--- config.mk ---
export PLATFORM = sky130hd
export DESIGN_NAME = fc_credit_gated_tx_buffer
export DESIGN_NICKNAME = d
export VERILOG_FILES = /design/src/rtl/fc_credit_gated_tx_buffer_pkg.sv /design/src/rtl/fc_credit_gated_tx_buffer_gate.sv /design/src/rtl/fc_credit_gated_tx_buffer.sv
export SDC_FILE = /design/constraint.sdc
export NUM_CORES = 2
export LEC_CHECK = 0
export ABC_CLOCK_PERIOD_IN_PS = 24200
export BUFFER_PORTS_ARGS = -buffer_cell sky130_fd_sc_hd__buf_2
export CAP_MARGIN = 40
export CORE_MARGIN = 8
export CORE_UTILIZATION = 64
export CTS_BUF_LIST = sky130_fd_sc_hd__clkbuf_4
export CTS_CLUSTER_DIAMETER = 120
export DETAILED_ROUTE_END_ITERATION = 7
export PLACE_DENSITY = 0.78
export SYNTH_ARGS = -nofsm -noshare
export SYNTH_HDL_FRONTEND = slang
export SYNTH_SLANG_ARGS = --single-unit
--- constraint.sdc ---
create_clock -name clk -period 24.2 [get_ports clk]
set_input_delay 3.63 -clock clk [delete_from_list [all_inputs] [get_ports clk]]
set_output_delay 3.63 -clock clk [all_outputs]
set_load 0.02 [all_outputs]
--- src/rtl/fc_credit_gated_tx_buffer_pkg.sv ---
// Shared flow-control definitions: TLP credit classes, class indices and default
// credit counter widths used by the credit-gated transmit buffer.
package fc_pkg;

  typedef enum logic [1:0] {
    FC_P   = 2'b00,
    FC_NP  = 2'b01,
    FC_CPL = 2'b10,
    FC_RSV = 2'b11
  } fc_class_e;

  localparam int FC_IDX_P       = 0;
  localparam int FC_IDX_NP      = 1;
  localparam int FC_IDX_CPL     = 2;
  localparam int FC_NUM_CLASSES = 3;

  localparam int FC_HDR_CW_DEFAULT  = 8;
  localparam int FC_DATA_CW_DEFAULT = 12;

  function automatic logic fc_is_reserved(input logic [1:0] cls);
    return cls == FC_RSV;
  endfunction

endpackage

--- src/rtl/fc_credit_gated_tx_buffer_gate.sv ---
// Modulo credit check: passes when the limit is at or ahead of consumed+required
// within half the counter range, or when the class advertises infinite credit.
module fc_credit_gate #(
  parameter int CW = 8
) (
  input  logic [CW-1:0] limit,
  input  logic [CW-1:0] consumed,
  input  logic [CW-1:0] required,
  input  logic          inf,
  output logic          ok
);

  localparam logic [CW-1:0] HALF_RANGE = {1'b1, {(CW-1){1'b0}}};

  logic [CW-1:0] after_use;
  logic [CW-1:0] headroom;

  assign after_use = consumed + required;
  assign headroom  = limit - after_use;
  assign ok        = inf || (headroom <= HALF_RANGE);

endmodule

--- src/rtl/fc_credit_gated_tx_buffer.sv ---
// In-order TLP pending buffer that releases the head entry only when the receiver
// has advertised enough header and data credits for its class.
module fc_credit_gated_tx_buffer
  import fc_pkg::*;
#(
  parameter int DATA_WIDTH = 160,
  parameter int FIFO_DEPTH = 16,
  parameter int HDR_CW     = FC_HDR_CW_DEFAULT,
  parameter int DATA_CW    = FC_DATA_CW_DEFAULT
) (
  input  logic                            clk,
  input  logic                            rst_n,
  input  logic                            in_valid,
  output logic                            in_ready,
  input  logic [DATA_WIDTH-1:0]           in_data,
  input  logic [1:0]                      in_type,
  input  logic [DATA_CW-1:0]              in_dcred,
  output logic                            out_valid,
  input  logic                            out_ready,
  output logic [DATA_WIDTH-1:0]           out_data,
  output logic [1:0]                      out_type,
  input  logic [3*HDR_CW-1:0]             hdr_limit,
  input  logic [3*DATA_CW-1:0]            data_limit,
  input  logic [2:0]                      hdr_inf,
  input  logic [2:0]                      data_inf,
  output logic [3*HDR_CW-1:0]             hdr_consumed,
  output logic [3*DATA_CW-1:0]            data_consumed,
  output logic [$clog2(FIFO_DEPTH+1)-1:0] count,
  output logic                            full,
  output logic                            empty,
  output logic                            blocked,
  output logic                            type_err
);

  localparam int PTR_W = $clog2(FIFO_DEPTH);
  localparam int CNT_W = $clog2(FIFO_DEPTH+1);

  logic [DATA_WIDTH-1:0] data_mem_q  [FIFO_DEPTH];
  logic [1:0]            type_mem_q  [FIFO_DEPTH];
  logic [DATA_CW-1:0]    dcred_mem_q [FIFO_DEPTH];

  logic [PTR_W-1:0]   wr_ptr_q, wr_ptr_d;
  logic [PTR_W-1:0]   rd_ptr_q, rd_ptr_d;
  logic [CNT_W-1:0]   count_q, count_d;
  logic [HDR_CW-1:0]  hdr_cons_q  [FC_NUM_CLASSES];
  logic [HDR_CW-1:0]  hdr_cons_d  [FC_NUM_CLASSES];
  logic [DATA_CW-1:0] data_cons_q [FC_NUM_CLASSES];
  logic [DATA_CW-1:0] data_cons_d [FC_NUM_CLASSES];
  logic               type_err_q, type_err_d;

  logic [1:0]         head_type;
  logic [DATA_CW-1:0] head_dcred;
  logic [HDR_CW-1:0]  sel_hdr_limit, sel_hdr_cons;
  logic [DATA_CW-1:0] sel_data_limit, sel_data_cons;
  logic               sel_hdr_inf, sel_data_inf;
  logic               hdr_ok, data_ok;
  logic               push_ok, push_wr, push_rsv, pop;

  assign full     = count_q == CNT_W'(FIFO_DEPTH);
  assign empty    = count_q == '0;
  assign count    = count_q;
  assign in_ready = !full;
  assign type_err = type_err_q;

  assign head_type  = type_mem_q[rd_ptr_q];
  assign head_dcred = dcred_mem_q[rd_ptr_q];
  assign out_data   = data_mem_q[rd_ptr_q];
  assign out_type   = head_type;

  for (genvar g = 0; g < FC_NUM_CLASSES; g++) begin : g_cons_out
    assign hdr_consumed[g*HDR_CW +: HDR_CW]    = hdr_cons_q[g];
    assign data_consumed[g*DATA_CW +: DATA_CW] = data_cons_q[g];
  end

  // Select the credit state of the head entry's class; reserved never reaches storage.
  always_comb begin
    sel_hdr_limit  = '0;
    sel_hdr_cons   = '0;
    sel_hdr_inf    = 1'b0;
    sel_data_limit = '0;
    sel_data_cons  = '0;
    sel_data_inf   = 1'b0;
    for (int c = 0; c < FC_NUM_CLASSES; c++) begin
      if (head_type == 2'(c)) begin
        sel_hdr_limit  = hdr_limit[c*HDR_CW +: HDR_CW];
        sel_hdr_cons   = hdr_cons_q[c];
        sel_hdr_inf    = hdr_inf[c];
        sel_data_limit = data_limit[c*DATA_CW +: DATA_CW];
        sel_data_cons  = data_cons_q[c];
        sel_data_inf   = data_inf[c];
      end
    end
  end

  fc_credit_gate #(.CW(HDR_CW)) u_hdr_gate (
    .limit    (sel_hdr_limit),
    .consumed (sel_hdr_cons),
    .required (HDR_CW'(1)),
    .inf      (sel_hdr_inf),
    .ok       (hdr_ok)
  );

  // A payload-free TLP needs no data credit, so it is treated like infinite data credit.
  fc_credit_gate #(.CW(DATA_CW)) u_data_gate (
    .limit    (sel_data_limit),
    .consumed (sel_data_cons),
    .required (head_dcred),
    .inf      (sel_data_inf || (head_dcred == '0)),
    .ok       (data_ok)
  );

  assign out_valid = !empty && hdr_ok && data_ok;
  assign blocked   = !empty && !out_valid;

  assign push_ok  = in_valid && in_ready;
  assign push_rsv = push_ok && fc_is_reserved(in_type);
  assign push_wr  = push_ok && !fc_is_reserved(in_type);
  assign pop      = out_valid && out_ready;

  always_comb begin
    wr_ptr_d    = wr_ptr_q;
    rd_ptr_d    = rd_ptr_q;
    count_d     = count_q;
    hdr_cons_d  = hdr_cons_q;
    data_cons_d = data_cons_q;
    type_err_d  = push_rsv;
    if (push_wr) wr_ptr_d = wr_ptr_q + 1'b1;
    if (pop)     rd_ptr_d = rd_ptr_q + 1'b1;
    case ({push_wr, pop})
      2'b10:   count_d = count_q + 1'b1;
      2'b01:   count_d = count_q - 1'b1;
      default: count_d = count_q;
    endcase
    if (pop) begin
      for (int c = 0; c < FC_NUM_CLASSES; c++) begin
        if (head_type == 2'(c)) begin
          hdr_cons_d[c]  = hdr_cons_q[c] + 1'b1;
          data_cons_d[c] = data_cons_q[c] + head_dcred;
        end
      end
    end
  end

  always_ff @(posedge clk or negedge rst_n) begin
    if (!rst_n) begin
      wr_ptr_q    <= '0;
      rd_ptr_q    <= '0;
      count_q     <= '0;
      type_err_q  <= 1'b0;
      hdr_cons_q  <= '{default: '0};
      data_cons_q <= '{default: '0};
    end else begin
      wr_ptr_q    <= wr_ptr_d;
      rd_ptr_q    <= rd_ptr_d;
      count_q     <= count_d;
      type_err_q  <= type_err_d;
      hdr_cons_q  <= hdr_cons_d;
      data_cons_q <= data_cons_d;
    end
  end

  // Entry storage carries no reset; occupancy alone decides what is meaningful.
  always_ff @(posedge clk) begin
    if (push_wr) begin
      data_mem_q[wr_ptr_q]  <= in_data;
      type_mem_q[wr_ptr_q]  <= in_type;
      dcred_mem_q[wr_ptr_q] <= in_dcred;
    end
  end

endmodule

== Word level (Yosys, flattened, before mapping) ==
Memory sizes are Yosys's and may differ from the RTL's.
Cells that the tools add are included.

* Output and inout bits: 233
* Memory bits (writable): 2784
* Flip-flop bits (word level): 74
* Memories kept: 3
* Logic and storage cells: 77

{| class="wikitable"
|+ Memories
! name !! words !! width !! rd ports !! clocked after Yosys merged registers in !! wr ports !! RTL line !! source
|-
| data_mem_q || 16 || 160 || 1 || 0 || 1 || fc_credit_gated_tx_buffer.sv:38 || <nowiki>logic [DATA_WIDTH-1:0] data_mem_q [FIFO_DEPTH];</nowiki>
|-
| dcred_mem_q || 16 || 12 || 1 || 0 || 1 || fc_credit_gated_tx_buffer.sv:40 || <nowiki>logic [DATA_CW-1:0] dcred_mem_q [FIFO_DEPTH];</nowiki>
|-
| type_mem_q || 16 || 2 || 1 || 0 || 1 || fc_credit_gated_tx_buffer.sv:39 || <nowiki>logic [1:0] type_mem_q [FIFO_DEPTH];</nowiki>
|}

* $lt $le $gt $ge: 2
* Equal/unequal tests: 6
* Reduce and logical (&&, ||, !) cells: 21
* $add $sub $neg: 14
* Multiplexer cells: 21

{| class="wikitable"
|+ Operators with widths
! kind !! count
|-
| 12-bit two-way mux || 6
|-
| 12-bit adder || 4
|-
| 8-bit two-way mux || 6
|-
| 8-bit by 1-bit adder with 8-bit output, second input constant || 4
|-
| 12-bit less-or-equal comparator, second input constant || 1
|-
| 12-bit zero test || 1
|-
| 12-bit subtractor || 1
|-
| 5-bit one-hot mux with 2 select lines || 1
|-
| 4-bit by 1-bit adder with 4-bit output, second input constant || 2
|-
| 8-bit less-or-equal comparator, second input constant || 1
|-
| 1-bit two-way mux || 8
|-
| 8-bit subtractor || 1
|-
| 1-bit logical AND || 7
|-
| 2-bit == test, second input constant || 3
|-
| 2-bit AND reduction || 3
|-
| 5-bit by 1-bit adder with 5-bit output, second input constant || 1
|-
| 5-bit == test, second input constant || 1
|-
| 5-bit zero test || 1
|-
| 5-bit by 1-bit subtractor with 5-bit output, second input constant || 1
|-
| 2-bit by 1-bit == test with 1-bit output, second input constant || 2
|-
| 1-bit zero test || 4
|-
| 1-bit logical OR || 3
|-
| 2-bit zero test || 1
|-
| 2-bit nonzero test || 1
|}

== Depth between registers and ports, before layout ==
An unclocked memory read counts as a cell.

* Depth in word-level cells: 14
* Mapped depth: 34
* Mapped depth without buffers: 29

== By module ==
From an unflattened synthesis, not the netlist that was laid out.

* Cell total of the unflattened synthesis: 4744
* Area total of the unflattened synthesis: 111250.4 um^2

{| class="wikitable"
|+ By module, submodules not included
! module !! area an instance (um^2) !! cells each !! instances
|-
| fc_credit_gated_tx_buffer || 109638.9 || 4550 || 1
|-
| fc_credit_gate (u_data_gate) || 998.5 || 124 || 1
|-
| fc_credit_gate (u_hdr_gate) || 613.1 || 70 || 1
|}

== Worst setup path after synthesis ==
Ideal clock, no wire load.

* Kind: input -> register
* From: input port in_valid
* To: memory data_mem_q[0][0] (enable)
* Stages on the path: 4
* Setup time: 1134 ps
* Path slack: 2482 ps
* Arrival time: 20584 ps
* Data required time: 23066 ps
* Path buffers: 0
* Path through: nand2_1 > a21oi_1 > inv_1 > nor4_1

* Longest elaborated chain between the ends: 4

{| class="wikitable"
|+ Ends and longest elaborated chain
! item !! RTL line !! source
|-
| from (decl) || fc_credit_gated_tx_buffer.sv:13 || <nowiki>input logic in_valid,</nowiki>
|-
| 1-bit logical AND || fc_credit_gated_tx_buffer.sv:115 || <nowiki>assign push_ok = in_valid && in_ready;</nowiki>
|-
| 1-bit logical AND || fc_credit_gated_tx_buffer.sv:117 || <nowiki>assign push_wr = push_ok && !fc_is_reserved(in_type);</nowiki>
|-
| 1-bit two-way mux || fc_credit_gated_tx_buffer.sv:164 || <nowiki>if (push_wr) begin</nowiki>
|-
| 1-bit two-way mux (not written as such) || fc_credit_gated_tx_buffer.sv:165 || <nowiki>data_mem_q[wr_ptr_q] <= in_data;</nowiki>
|-
| to (decl) || fc_credit_gated_tx_buffer.sv:38 ||
|}

Every way passes these cells.

== Worst setup path after layout ==
* From: register rd_ptr_q[2]
* To: output port out_valid

* Longest elaborated chain between the ends: 11
* Elaborated cells between the ends (all ways): 35

{| class="wikitable"
|+ Ends and longest elaborated chain
! item !! RTL line !! source
|-
| from (decl) || fc_credit_gated_tx_buffer.sv:43 || <nowiki>logic [PTR_W-1:0] rd_ptr_q, rd_ptr_d;</nowiki>
|-
| from (signal assigned) || fc_credit_gated_tx_buffer.sv:154 || <nowiki>rd_ptr_q <= rd_ptr_d;</nowiki>
|-
| parallel branches: the longest is 10 deep, another holds 12-bit adder || - ||
|-
| 1-bit logical AND (*) || fc_credit_gated_tx_buffer.sv:112 || <nowiki>assign out_valid = !empty && hdr_ok && data_ok;</nowiki>
|-
| to (decl) || fc_credit_gated_tx_buffer.sv:18 || <nowiki>output logic out_valid,</nowiki>
|}

Mark *: on every way between the ends.

==> metrics.md <==
| Metric | Value |
|---|---|
| Worst r2r src | `rd_ptr_q[2]` |
| Synthesized area | `111000 um2` |
| Drt initial violations | `5500` |
| Initial Utilization | `64.1%` |
| Worst-skew pair later-pin latency | `1.38 ns` |
| Crit-path max FO | `45` |
| Post-synth EDFFs | `2784` |
| FP Rows | `153` |
| Die Y | `433 um` |
| Netlist cell types | `61` |
| Final antenna-violating net count | `0` |
| Initial antenna violation count | `66` |
| Syn nets | `5089` |
| Final setup fails | `0` |
| Period minus WS final | `12.42 ns` |
| Final Hold Viols | `0` |
| Clock Power Share | `23.8%` |
| Fin Setup TNS | `0 ns` |
| Post-Syn Area per Cell | `23.3 um2` |
| Drt drc | `0` |
| Slew margin rel. | `28.6%` |
| Via density | `6.34` |
| Worst setup path startpoint | `rd_ptr_q[2]` |
| Largest delay contributor family on the critical path | `buffers and inverters` |
| Drt wl/cell | `28.9 um` |
| Total number of H-tree levels | `6` |
| Pwr dens | `127 nW/um2` |
| Total power | `16.0 mW` |
| Unrepaired setup endpoints after global routing | `false` |
| Placed cell count | `7455` |
| Worst Path Buf+Inv | `5` |
| Clk slew on worst S/H paths | `0.06 ns` |
| Post-DP HPWL | `133000 um` |
| Leading area contributor after synthesis | `edfxtp_1` |
| Clock skew | `0.0674 ns` |
| Period utilization | `51.3%` |
| Status | `finished clean` |
| Post-Synthesis Cells | `4766` |
| PortBufs | `476` |
| Root Buffer | `clkbuf_4` |
| Via count | `55.0k` |
| Required time worst endpoint | `20.57 ns` |
| Total CTS buffers | `697` |
| Fill cell count | `9783` |
| Hold Path Class | `reg -> reg` |
| Worst vdd ir | `0.000113 V` |
| Commonest non-fill, non-tap cell in the layout | `edfxtp_1` |
| Non-Filler Instances | `8674` |
| Register area share after synthesis | `76.9%` |
| Yosys reg bits | `2858` |
| Slowest cell delay on critical path | `0.79 ns` |
| Core ar. | `173000 um2` |
| GRT Overall Usage | `26.8%` |
| Layout cell share with drive strength beyond 1 | `40.0%` |
| # resized after CTS | `0` |
| Layout net count | `6152` |
| Most frequent cells in the layout | `2784 x edfxtp_1, 1010 x clkbuf_4, 821 x mux4_2, 475 x buf_2, 126 x clkinv_1` |
| First-pass GRT wire length | `368000 um` |
| Ys async rst share | `2.59%` |
| CTS tree | `done` |
| Sequential cell area | `85500 um2` |
| Die area | `187000 um2` |
| Hold Path Origin | `count[4]` |
| Area delta synth->final | `13.4%` |
| Max cap viols | `0` |
| Pin count of the biggest net entering global routing | `118` |
| Crit start category | `register` |
| Synth area leaders | `edfxtp_1 75%, mux4_2 17%, dfrtp_1 1.7%, ha_1 0.71%, mux2i_1 0.68%` |
| Vias in the first global route | `57.7k` |
| Reg power frac | `37.8%` |
| Ys Warns | `0` |
| Area of the multi-input gates | `24600 um2` |
| CTS Sinks | `2858` |
| Net Switching | `5.43 mW` |
| Crit end category | `output pin` |
| GR Overflow Total | `0` |
| Int Pwr | `10.6 mW` |
| Combinational share of power | `38.4%` |
| I/O pin count | `477` |
| Max-slew violations | `0` |
| Number of iterations in the first detailed-routing pass | `6` |
| Switching Fraction | `33.9%` |
| Post-Route WL | `251000 um` |
| Synth Flop Type | `edfxtp_1` |
| Crit Path Class | `reg -> out` |
| GPL Wtd Cong | `0.940` |
| Post-layout util | `72.7%` |
| Setup bufs post-CTS | `0` |
| Clk buf depth | `4` |
| Worst-Margin Slew | `1.07 ns` |
| Slowest CP cell | `dfrtp_4` |
| Top cell type's share of synthesized area | `75.2%` |
| CP arrival | `8.79 ns` |
| Die Span X | `433 um` |
| CP cell instances | `buf_4 -> mux4_2 -> mux4_2 -> clkinv_2 -> nor3_4 -> buf_4 -> a21oi_1 -> fa_1 -> inv_1 -> ha_1 -> a21o_1 -> a221o_1 -> nand2_1 -> o21a_1 -> mux2_1 -> or4_1 -> a21oi_1 -> buf_2` |
| # hold bufs at CTS | `0` |
| LEAKAGE | `42.0 nW` |
| Max Fclk | `80.5 MHz` |
[final timing paths]
check	slack [ns]	endpoint	cells after the start
max in group asynchronous	21.33	rd_ptr_q[3]	3
worst max register to register	15.47	count[4]	27
min in group asynchronous	2.07	data_consumed[16]	1
worst max-delay path	11.78	out_valid	18
worst min-delay path	0.52	count[4]	1
worst min register to register	0.52	count[4]	1
[Yosys cell counts (all sizes together), types with 16 or more instances]
library cell / instances
fa: 16
inv: 60
edfxtp: 2784
clkbuf: 141
nand3: 24
nor2: 41
buf: 94
a21oi: 103
mux4: 821
mux2: 39
mux2i: 76
a21o: 19
xnor2: 63
o21ai: 44
ha: 63
nand2: 76
nor2b: 52
a211oi: 44
dfrtp: 74
[worst reg2reg max path: cells and delay by family, from the launching register on]
family          cells  cell delay [ns]
mux                 3             1.43
fa+ha+maj           4             1.61
buf+inv             7             2.11
simple gates        4             1.12
flops               1             0.79
compound gates      7             1.28
xor+xnor            2             0.29
[kinds of logic (layout without fill, tap and decap cells)]
group / after synthesis / count (layout) / synth area share [%]
buffers and inverters: 296 / 1836 / 1.05
muxes: 936 / 936 / 17.8
xor gates and xnor gates: 76 / 76 / 0.599
AOI/OAI and AO/OA: 259 / 259 / 1.46
adders and majority gates: 79 / 79 / 0.998
and+or+nand+nor: 262 / 262 / 1.20
DFF: 2858 / 2858 / 76.9
other: 0 / 43 / 0
[power groups by stage]
stage	logic, mW	registers, mW	clock network, mW
floorplan	4.41	6.23	0
global placement	5.96	6.16	0
detailed placement	6.18	6.15	0
CTS	6.21	6.05	3.91
global route	6.57	6.07	4.15
finish	6.14	6.05	3.81
[metrics by stage]
| stage | setup slack, ns | hold slack, ns | area [um2] |
|---|---|---|---|
| 6_report | 11.78 | 0.516 | 126000 |
| 5_1_grt | 11.21 | 0.544 | 126000 |
| 4_1_cts | 11.52 | 0.514 | 126000 |
| 3_5_place_dp | 12.89 | 0.505 | 117000 |
| 3_3_place_gp | 12.93 | 0.493 | 116000 |
| 2_1_floorplan | 2.48 | 0.516 | 111000 |
[state kept, by name, summed over array words and instances, names as in the netlist]
| signal | cells |
|---|---|
| type_err | 1 |
| count | 5 |
| dcred_mem_q | 192 |
| wr_ptr_q | 4 |
| data_mem_q | 2560 |
| rd_ptr_q | 4 |
| data_consumed | 36 |
| type_mem_q | 32 |
| hdr_consumed | 24 |
[final cells by class]
type,instances,share of cell area [%]
Sequential cell,2858,67.8
Multi-Input combinational cell,1612,19.5
Clock buffer,1010,6.02
Timing Repair Buffer,599,3.37
Tap cell,2325,2.31
Clock inverter,166,0.719
Inverter,61,0.183
Antenna cell,43,0.0854
[routing by layer]
metal	GRT usage (%)	up-vias	wire (um)
li1	-	22900	-
met1	35.8	28700	93900
met2	43.6	2842	126000
met3	6.02	451	22300
met4	11.1	10	8500
met5	0	-	65
Note: power is estimated with default switching activity, not from simulation.
